==> config.mk <==
export PLATFORM = sky130hd
export DESIGN_NAME = fetch_unit
export DESIGN_NICKNAME = d
export VERILOG_FILES = /design/src/rtl/fetch_pkg.sv /design/src/rtl/fetch_queue.sv /design/src/rtl/fetch_unit.sv
export SDC_FILE = /design/constraint.sdc
export NUM_CORES = 1
export LEC_CHECK = 0
export CELL_PAD_IN_SITES_DETAIL_PLACEMENT = 1
export CELL_PAD_IN_SITES_GLOBAL_PLACEMENT = 1
export CORE_MARGIN = 2
export CORE_UTILIZATION = 40
export CTS_CLUSTER_SIZE = 25
export DETAILED_ROUTE_END_ITERATION = 16
export PLACE_DENSITY = 0.7
export SETUP_SLACK_MARGIN = 0.15
export SKIP_CTS_REPAIR_TIMING = 1
export SYNTH_ARGS = -nofsm -noshare
export SYNTH_HDL_FRONTEND = slang
export SYNTH_SLANG_ARGS = --single-unit
==> constraint.sdc <==
create_clock -name CLK -period 5.75 [get_ports CLK]
set_clock_uncertainty 0.05 [all_clocks]
set_input_delay 0.575 -clock CLK [delete_from_list [all_inputs] [get_ports CLK]]
set_output_delay 0.575 -clock CLK [all_outputs]
set_load 0.02 [all_outputs]
==> src/rtl/fetch_pkg.sv <==
// Shared types and constants for the LEGv8 instruction fetch front end.
package fetch_pkg;

    localparam int INST_W = 32;
    localparam int PC_W   = 64;
    localparam logic [PC_W-1:0] PC_INC = 64'd4;

    typedef enum logic [1:0] {
        BOOT,
        RUN,
        DRAIN
    } fetch_state_t;

    typedef struct packed {
        logic [PC_W-1:0]   pc;
        logic [INST_W-1:0] inst;
    } fetch_entry_t;

endpackage

==> src/rtl/fetch_queue.sv <==
// DEPTH-entry FIFO of {pc, inst}; a pushed entry is visible at the head one cycle later.
// Flush beats push and pop; push when full and pop when empty are ignored.
module fetch_queue
    import fetch_pkg::*;
#(
    parameter int DEPTH = 4
) (
    input  logic                       CLK,
    input  logic                       resetl,
    input  logic                       i_push,
    input  fetch_entry_t               i_push_dat,
    input  logic                       i_pop,
    input  logic                       i_flush,
    output fetch_entry_t               o_head_dat,
    output logic                       o_head_vld,
    output logic [$clog2(DEPTH+1)-1:0] o_count
);

    localparam int AW = $clog2(DEPTH);
    localparam int CW = $clog2(DEPTH+1);
    localparam logic [CW-1:0] FULL = CW'(DEPTH);

    fetch_entry_t  r_mem [DEPTH];
    logic [AW-1:0] r_wr_ptr;
    logic [AW-1:0] r_rd_ptr;
    logic [CW-1:0] r_count;
    logic          w_do_push;
    logic          w_do_pop;

    assign w_do_push = i_push && (r_count != FULL);
    assign w_do_pop  = i_pop && (r_count != '0);

    always_ff @(posedge CLK or negedge resetl) begin
        if (!resetl) begin
            r_wr_ptr <= '0;
            r_rd_ptr <= '0;
            r_count  <= '0;
        end else if (i_flush) begin
            r_wr_ptr <= '0;
            r_rd_ptr <= '0;
            r_count  <= '0;
        end else begin
            if (w_do_push) r_wr_ptr <= r_wr_ptr + AW'(1);
            if (w_do_pop)  r_rd_ptr <= r_rd_ptr + AW'(1);
            r_count <= r_count + CW'(w_do_push) - CW'(w_do_pop);
        end
    end

    // Storage needs no reset: the head is only meaningful while count is non-zero.
    always_ff @(posedge CLK) begin
        if (w_do_push && !i_flush) r_mem[r_wr_ptr] <= i_push_dat;
    end

    assign o_head_dat = r_mem[r_rd_ptr];
    assign o_head_vld = (r_count != '0);
    assign o_count    = r_count;

endmodule

==> src/rtl/fetch_unit.sv <==
// LEGv8 fetch front end: in-order word requests, queued responses, redirect flush/drain.
// Requests stop while in-flight + queued reaches DEPTH; optional stall counter under FETCH_PERF_CNT_EN.
module fetch_unit
    import fetch_pkg::*;
#(
    parameter int DEPTH = 4
) (
    input  logic              CLK,
    input  logic              resetl,
    input  logic [PC_W-1:0]   startpc,
    output logic              imem_req_valid,
    output logic [PC_W-1:0]   imem_req_addr,
    input  logic              imem_req_ready,
    input  logic              imem_resp_valid,
    input  logic [INST_W-1:0] imem_resp_data,
    output logic              inst_valid,
    output logic [INST_W-1:0] inst_data,
    output logic [PC_W-1:0]   inst_pc,
    input  logic              inst_ready,
`ifdef FETCH_PERF_CNT_EN
    output logic [31:0]       stall_cycles,
`endif
    input  logic              redirect_valid,
    input  logic [PC_W-1:0]   redirect_pc
);

    localparam int CW = $clog2(DEPTH+1);
    localparam logic [CW:0] LIMIT = (CW+1)'(DEPTH);

    fetch_state_t    r_state;
    fetch_state_t    w_next_state;
    logic [PC_W-1:0] r_fpc;
    logic [PC_W-1:0] r_rpc;
    logic [PC_W-1:0] w_redir_pc;
    logic [CW-1:0]   r_outstanding;
    logic [CW-1:0]   r_drop_cnt;
    logic [CW-1:0]   w_drop_calc;
    logic [CW-1:0]   w_drop_dec;
    logic [CW-1:0]   w_count;
    logic [CW:0]     w_inflight;
    logic            w_req_vld;
    logic            w_req_fire;
    logic            w_resp_fire;
    logic            w_push;
    logic            w_pop;
    logic            w_head_vld;
    fetch_entry_t    w_head_dat;
    fetch_entry_t    w_push_dat;

    assign w_redir_pc  = redirect_pc & ~PC_W'(3);
    assign w_inflight  = {1'b0, r_outstanding} + {1'b0, w_count};
    assign w_req_vld   = (r_state == RUN) && (w_inflight < LIMIT);
    assign w_req_fire  = w_req_vld && imem_req_ready;
    assign w_resp_fire = imem_resp_valid;
    // Responses still owed after this edge; all of them are stale once a redirect lands.
    assign w_drop_calc = r_outstanding + CW'(w_req_fire) - CW'(w_resp_fire);
    assign w_drop_dec  = r_drop_cnt - CW'(w_resp_fire);
    assign w_push      = w_resp_fire && (r_state == RUN) && !redirect_valid;
    assign w_pop       = w_head_vld && inst_ready;
    assign w_push_dat  = '{pc: r_rpc, inst: imem_resp_data};

    always_comb begin
        w_next_state = r_state;
        case (r_state)
            BOOT:    w_next_state = RUN;
            RUN:     w_next_state = RUN;
            DRAIN:   if (w_drop_dec == '0) w_next_state = RUN;
            default: w_next_state = BOOT;
        endcase
        if (redirect_valid) w_next_state = (w_drop_calc != '0) ? DRAIN : RUN;
    end

    always_ff @(posedge CLK or negedge resetl) begin
        if (!resetl) begin
            r_state       <= BOOT;
            r_fpc         <= '0;
            r_rpc         <= '0;
            r_outstanding <= '0;
            r_drop_cnt    <= '0;
        end else begin
            r_state       <= w_next_state;
            r_outstanding <= r_outstanding + CW'(w_req_fire) - CW'(w_resp_fire);
            if (redirect_valid) begin
                r_fpc      <= w_redir_pc;
                r_rpc      <= w_redir_pc;
                r_drop_cnt <= w_drop_calc;
            end else if (r_state == BOOT) begin
                r_fpc <= startpc;
                r_rpc <= startpc;
            end else begin
                if (w_req_fire) r_fpc <= r_fpc + PC_INC;
                if (w_push)     r_rpc <= r_rpc + PC_INC;
                if (r_state == DRAIN && w_resp_fire) r_drop_cnt <= w_drop_dec;
            end
        end
    end

    fetch_queue #(
        .DEPTH (DEPTH)
    ) u_queue (
        .CLK        (CLK),
        .resetl     (resetl),
        .i_push     (w_push),
        .i_push_dat (w_push_dat),
        .i_pop      (w_pop),
        .i_flush    (redirect_valid),
        .o_head_dat (w_head_dat),
        .o_head_vld (w_head_vld),
        .o_count    (w_count)
    );

    assign imem_req_valid = w_req_vld;
    assign imem_req_addr  = r_fpc;
    assign inst_valid     = w_head_vld;
    assign inst_data      = w_head_vld ? w_head_dat.inst : '0;
    assign inst_pc        = w_head_vld ? w_head_dat.pc : '0;

`ifdef FETCH_PERF_CNT_EN
    logic [31:0] r_stall_cycles;

    always_ff @(posedge CLK or negedge resetl) begin
        if (!resetl) begin
            r_stall_cycles <= '0;
        end else if ((r_state == RUN) && inst_ready && !w_head_vld && (r_stall_cycles != '1)) begin
            r_stall_cycles <= r_stall_cycles + 32'd1;
        end
    end

    assign stall_cycles = r_stall_cycles;
`endif

endmodule
==> implementation parameters, run 1 <==
Parameter                              Value

STA
  Final period utilization ... 0.7089
  Number of pins with negative max-slew slack in the final report ... 0
  Number of hold violations in the final report ... 0
  Final number of setup-violating endpoints ... 0
  Transition time of the tightest slew-check pin ... 1.049 ns
  Minimum period implied by the final worst setup slack ... 4.076 ns
  Relative max-transition margin ... 0.2936
  Setup repair after global routing missed its margin ... false
  Worst Setup Slack, final ... 1.674 ns
  Accumulated negative setup slack ... 0 ns
  Maximum clock rate ... 245.3 MHz

Drt
  # DRC ... 0
  WL per Instance ... 25.29 um
  Total number of vias ... 17260
  Initial DRT Pass Iterations ... 5
  Total length of routed wires ... 75210 um
  Number of antenna-violating nets in the routed design ... 0
  Per-cell via count in the routed design ... 5.802
  Number of DRC markers after the initial detailed-route iteration ... 1201

Global route
  GRT Total Usage ... 0.2394
  First-pass GRT wire length ... 114300 um
  Vias in the first global route ... 18270
  Pin count of the biggest net entering global routing ... 73
  Gr ovfl total ... 0
  Antenna violations before repair ... 0

Synthesis
  Distinct cells, synth ... 70
  Summed instance area of the synthesized netlist ... 24060 um2
  Count of state elements after synthesis ... 527
  Leading post-synthesis cells by cell area ... sky130_fd_sc_hd__edfxtp_1, sky130_fd_sc_hd__dfrtp_1, sky130_fd_sc_hd__mux4_2
  Mean Syn Cell Area ... 13.10 um2
  Number of enable flip-flop cells after synthesis ... 384
  Yosys warnings ... 0
  Nets in the synthesized netlist ... 2019
  Prevailing post-synth register cell ... sky130_fd_sc_hd__edfxtp_1
  Post-synthesis cell type with the largest combined area ... sky130_fd_sc_hd__edfxtp_1
  Post-synth top area share ... 0.4793
  Async set-reset flop share out of synthesis ... 0.2713
  Seq/Total Area, Yosys ... 0.6280
  Instance count of the mapped netlist ... 1837

Worst setup path
  Worst-path cell chain ... buf_4, mux4_2, and2_1, clkdlybuf4s50_1
  Setup slack of the most critical reg-to-reg path ... 2.46 ns
  Arrival time worst endpoint ... 3.45 ns
  Slowest stage cell on the critical path ... sky130_fd_sc_hd__dfrtp_4
  Critical Path Max Stage Delay ... 1.02 ns
  Critical Path Start Type ... flop
  Class of the most critical setup path ... reg2out
  Crit end category ... output pin
  Maximum net fanout on the critical path ... 45
  Critical path required time ... 5.12 ns

Placed design
  Pre-CTS setup slack ... 2.025 ns
  HPWL after DPL ... 52310 um
  Number of port buffers ... 325
  Final estimated routing congestion in global placement ... 0.8947

Clock network
  H-Tree Depth ... 2
  TritonCTS clock tree ... built
  CTS Buf Count ... 55
  Insertion delay to the later sink of the worst-skew pair ... 0.61 ns
  Longest Clk Path Bufs ... 3
  Clock tree sinks ... 527
  Root buffer cell ... sky130_fd_sc_hd__clkbuf_16
  Clk slew on worst S/H paths ... 0.06 ns

Floorplan
  FP Rows ... 89
  Ports placed on the boundary ... 328
  DIE AREA ... 62120 um2
  Starting density of the core ... 0.4061
  Die Height ... 249.2 um
  Core Box Area ... 59240 um2
  Chip width ... 249.2 um

Power
  Static leakage ... 0.01042 uW
  Power, Total ... 14550 uW
  P per Cell Area ... 478.2 nW/um2
  Worst supply voltage drop on vdd ... 0.2336 mV

Layout
  Ratio of cells with drive above 1 in the final layout ... 0.1199
  Growth of design area from synthesis to finish ... 26.50%
  Ant. Diodes ... 0
  Final Net Count ... 2336

Worst hold path
  Class of the tightest hold or removal check ... in2async

Status
  Result of the run ... completed

Flow run
  Maximum Capacitance Violations ... 0
==> cell type report <==
| cell class | instances | area (um2) |
|---|---|---|
| clock buffer | 63 | 1469 |
| clock inverter | 41 | 715.7 |
| fill | 6010 | 28810 |
| inverter | 33 | 123.9 |
| multi-input combinational | 1180 | 8486 |
| sequential | 527 | 15120 |
| tap | 773 | 967.2 |
| timing repair buffer | 357 | 3555 |
==> through the flow <==
stage,hold slack (ns),cells,utilization,cell area (um2)
2_1_floorplan,0.2294,1837,-,24060
3_3_place_gp,0.4623,2869,0.4767,28240
3_5_place_dp,0.4779,2869,0.4767,28240
4_1_cts,-0.1215,2973,0.5135,30420
5_1_grt,0.4691,2974,0.5137,30430
6_report,0.4494,2974,0.5137,30430
==> cells by family after synthesis <==
family                   after synthesis  synth area share
AND/OR/NAND/NOR                      625            0.1433
flip-flops                           527            0.6280
AO/OA/AOI/OAI                        416           0.09897
buffers and inverters                130           0.02085
multiplexers                          98           0.09075
XOR/XNOR                              25          0.009101
adder cells (fa/ha/maj)               16          0.008945
==> path summary, 6_finish.rpt <==
kind                                          start             endpoint  depth (start not counted)
worst max-delay path            u_queue.r_rd_ptr[0]          inst_pc[49]                          4
worst min-delay path                         resetl    imem_req_addr[22]                          2
worst max register to register   u_queue.o_count[2]           r_state[0]                         13
worst min register to register     imem_req_addr[0]     imem_req_addr[0]                          2
max in group asynchronous                    resetl  u_queue.r_rd_ptr[1]                          3
min in group CLK                   imem_req_addr[0]     imem_req_addr[0]                          2
==> critical path, delay by kind of cell, from the launching register on <==
kind | cells | cell delay, ns
flops | 1 | 1.02
buf+inv | 2 | 1.05
mux | 1 | 0.54
simple gates | 1 | 0.18
==> cells in the mapped netlist (6+ instances only) <==
| library cell | instances |
|---|---|
| sky130_fd_sc_hd__edfxtp_1 | 384 |
| sky130_fd_sc_hd__a21oi_1 | 212 |
| sky130_fd_sc_hd__dfrtp_1 | 143 |
| sky130_fd_sc_hd__nand2_1 | 140 |
| sky130_fd_sc_hd__and2_1 | 109 |
| sky130_fd_sc_hd__mux4_2 | 96 |
| sky130_fd_sc_hd__o21ai_0 | 95 |
| sky130_fd_sc_hd__nand3_1 | 80 |
| sky130_fd_sc_hd__nor2_1 | 79 |
| sky130_fd_sc_hd__clkbuf_1 | 73 |
| sky130_fd_sc_hd__and3_1 | 72 |
| sky130_fd_sc_hd__nand4_1 | 39 |
| sky130_fd_sc_hd__inv_1 | 32 |
| sky130_fd_sc_hd__nor3_1 | 21 |
| sky130_fd_sc_hd__o31ai_1 | 21 |
| sky130_fd_sc_hd__xnor2_1 | 20 |
| sky130_fd_sc_hd__a2bb2oi_1 | 17 |
| sky130_fd_sc_hd__nor4_1 | 16 |
| sky130_fd_sc_hd__a31oi_1 | 14 |
| sky130_fd_sc_hd__ha_1 | 14 |
| sky130_fd_sc_hd__buf_1 | 13 |
| sky130_fd_sc_hd__and4_1 | 12 |
| sky130_fd_sc_hd__o22a_1 | 11 |
| sky130_fd_sc_hd__buf_2 | 10 |
| sky130_fd_sc_hd__o41ai_1 | 9 |
| sky130_fd_sc_hd__o21a_1 | 7 |
| sky130_fd_sc_hd__o21ai_1 | 7 |
| sky130_fd_sc_hd__nand2b_1 | 6 |
| sky130_fd_sc_hd__nor3_2 | 6 |
==> placed cells by master (no fill, tap or decap), types with 32 or more instances in the layout <==
master and count:
sky130_fd_sc_hd__edfxtp_1 384, sky130_fd_sc_hd__clkdlybuf4s50_1 323, sky130_fd_sc_hd__a21oi_1 212, sky130_fd_sc_hd__dfrtp_1 141, sky130_fd_sc_hd__nand2_1 140, sky130_fd_sc_hd__and2_1 109
sky130_fd_sc_hd__mux4_2 96, sky130_fd_sc_hd__o21ai_0 95, sky130_fd_sc_hd__nand3_1 80, sky130_fd_sc_hd__nor2_1 76, sky130_fd_sc_hd__and3_1 68, sky130_fd_sc_hd__clkbuf_16 57
sky130_fd_sc_hd__nand4_1 39, sky130_fd_sc_hd__inv_1 32
==> metal layers <==
layer / GRT usage / share of wire / wire length (um) / vias to the layer above
li1: - / - / - / 7718
met1: 0.3275 / 0.43 / 32460 / 8875
met2: 0.3979 / 0.49 / 36660 / 563
met3: 0.04107 / 0.059 / 4437 / 100
met4: 0.06007 / 0.022 / 1653 / 0
met5: 0 / 0 / 0 / -
==> registers in the layout, indices dropped and copies added, names as in the netlist, 3 cells and up <==
signal	cells
u_queue.r_mem	384
imem_req_addr	64
r_rpc	64
r_drop_cnt	3
r_outstanding	3
u_queue.o_count	3
==> where the power goes <==
group          switching, uW  leakage, uW  internal (uW)
sequential               862      0.00533           4640
combinational           2610      0.00402           2200
clock                   1540      0.00106           2690
total                   5010       0.0104           9540
Power figures use the tool's default switching activity.
==> run 2: changes to the inputs <==
==> constraint.sdc (replaced) <==
create_clock -name CLK -period 3.8 [get_ports CLK]
set_clock_uncertainty 0.05 [all_clocks]
set_input_delay 0.38 -clock CLK [delete_from_list [all_inputs] [get_ports CLK]]
set_output_delay 0.38 -clock CLK [all_outputs]
set_load 0.02 [all_outputs]
==> run 2 against run 1 <==
Effect of this change: combinational power is 52% higher; final cell count rose by 0.37%; sequential power is 50% higher; core utilization decreased by 0.28 points; worst hold slack got worse by 0.24 ns; count of clock-buffer cells in the layout up 1; global-route usage rose by 0.091 points; non-clock buffer count grew 13; clock power grew 29%; setup slack got worse by 1.3 ns; final area decreased by 0.55%; wire length grew 0.32%; highest routed layer is now met5.
==> implementation parameters, run 2 (synthesis results as in run 1) <==
Parameter                              Value

Status
  Result of the run ... completed

Worst setup path
  Arrival time worst endpoint ... 2.95 ns
  Cell family with the largest share of critical-path delay ... buffers and inverters
  Critical Path Max Stage Delay ... 0.62 ns
  Maximum net fanout on the critical path ... 38
  Slowest stage cell on the critical path ... sky130_fd_sc_hd__dfrtp_4
  Worst-path cell chain ... buf_12, mux4_2, and2_1, clkdlybuf4s50_1
  Critical Path Start Type ... flop
  Startpoint of the lowest-slack register-to-register path ... r_rpc[2]
  Crit end category ... output pin
  Crit path from ... u_queue.r_rd_ptr[0]
  Buf/Inv on CP ... 2
  Class of the most critical setup path ... reg2out
  Critical path required time ... 3.37 ns

Layout
  Commonest cells after routing, fill and taps aside ... sky130_fd_sc_hd__edfxtp_1, sky130_fd_sc_hd__clkdlybuf4s50_1, sky130_fd_sc_hd__a21oi_1, sky130_fd_sc_hd__dfrtp_1, sky130_fd_sc_hd__nand2_1
  Register area ... 15120 um2
  Area taken by multi-input logic gates ... 8486 um2
  Filler cell count ... 6001
  Final Net Count ... 2348
  Post-route standard cell area excluding fillers ... 30270 um2
  Ant. Diodes ... 0
  Most common library cell in the layout ignoring fill and taps ... sky130_fd_sc_hd__edfxtp_1
  Growth of design area from synthesis to finish ... 25.80%
  Number of standard cells in the layout, taps in and fillers out ... 2985
  Utilization after layout ... 0.5109
  Biggest register ... u_queue.r_mem
  Number of flip-flops under the largest register name ... 384
  Ratio of cells with drive above 1 in the final layout ... 0.1180

Clock network
  Longest Clk Path Bufs ... 3
  TritonCTS clock tree ... built
  Root buffer cell ... sky130_fd_sc_hd__clkbuf_16
  Clock tree sinks ... 527
  CTS Buf Count ... 54
  Clk slew on worst S/H paths ... 0.07 ns
  H-Tree Depth ... 2
  Insertion delay to the later sink of the worst-skew pair ... 0.62 ns

Placed design
  Number of port buffers ... 325
  Placed instance area ... 28440 um2
  HPWL after DPL ... 52940 um
  Cell count after placement ... 2882
  Pre-CTS setup slack ... 0.7871 ns
  Final estimated routing congestion in global placement ... 0.9113

Global route
  Pin count of the biggest net entering global routing ... 98
  GRT Total Usage ... 0.2403
  First-pass GRT wire length ... 113900 um
  Vias in the first global route ... 18150
  Antenna violations before repair ... 3
  Gr ovfl total ... 0

Drt
  Number of DRC markers after the initial detailed-route iteration ... 1512
  Initial DRT Pass Iterations ... 7
  WL per Instance ... 25.28 um
  # DRC ... 0
  Total number of vias ... 17570
  Total length of routed wires ... 75450 um
  Per-cell via count in the routed design ... 5.886
  Number of antenna-violating nets in the routed design ... 0

Floorplan
  Chip width ... 249.2 um
  Die Height ... 249.2 um
  DIE AREA ... 62120 um2
  FP Rows ... 89
  Ports placed on the boundary ... 328
  Starting density of the core ... 0.4061
  Core Box Area ... 59240 um2

Power
  P per Cell Area ... 695.0 nW/um2
  Worst supply voltage drop on vdd ... 0.4083 mV
  Static leakage ... 0.01034 uW

STA
  Relative max-transition margin ... 0.3321
  Transition time of the tightest slew-check pin ... 0.9913 ns
  Setup repair after global routing missed its margin ... false
  Number of hold violations in the final report ... 0
  Final number of setup-violating endpoints ... 0
  Final period utilization ... 0.8904
  Minimum period implied by the final worst setup slack ... 3.383 ns
  Maximum clock rate ... 295.6 MHz
  Number of pins with negative max-slew slack in the final report ... 0
  Accumulated negative setup slack ... 0 ns
  Worst Setup Slack, final ... 0.4165 ns

Flow run
  Maximum Capacitance Violations ... 0

Worst hold path
  Class of the tightest hold or removal check ... in2reg
  Critical hold path startpoint ... redirect_valid
[run 2: changes by cell type in the layout (fill, tap and decap cells not counted), sizes merged]
cell	before	now
clkbuf	63	64
buf	33	46
clkinv	20	25
bufinv	19	8
inv	34	37
[run 2: path summary, 6_finish.rpt]
path / end / slack (ns) / cells after the start
min reg2reg: imem_req_addr[0] / 0.48 / 2
max in group asynchronous: r_rpc[12] / 2.42 / 3
max: inst_pc[51] / 0.42 / 4
max reg2reg: r_rpc[54] / 0.75 / 7
min in group asynchronous: imem_req_addr[58] / 0.36 / 2
min: imem_req_addr[60] / 0.21 / 4
[run 2: worst min-delay path: cells and delay by family]
kind            cells  cell delay (ns)
simple gates        1             0.13
compound gates      2             0.15
buf+inv             1             0.17
[run 2: stage by stage]
step | hold slack, ns | total power [uW]
2_1_floorplan | 0.03441 | 12060
3_3_place_gp | 0.4650 | 15470
3_5_place_dp | 0.4737 | 15690
4_1_cts | -0.1997 | 21220
5_1_grt | 0.2016 | 21980
6_report | 0.2143 | 21040
[run 2: power breakdown]
part           switching, uW  internal (uW)  leakage (uW)
Combinational           3920           3380       0.00412
Sequential              1230           7030       0.00533
Clock                   2300           3170      0.000885
[run 2: final cells by class]
cell class                 count  area share
clock buffer                  64     0.04589
sequential                   527      0.4995
clock inverter                38     0.01410
inverter                      33    0.004093
timing repair buffer         370      0.1241
multi-input combinational   1180      0.2804
tap                          773     0.03196
[run 2: routing by layer]
layer  wire [um]  GRT usage
met2       36370     0.3935
met3        4660    0.04451
met5          24          0
met1       32470     0.3299
met4        1928    0.06472
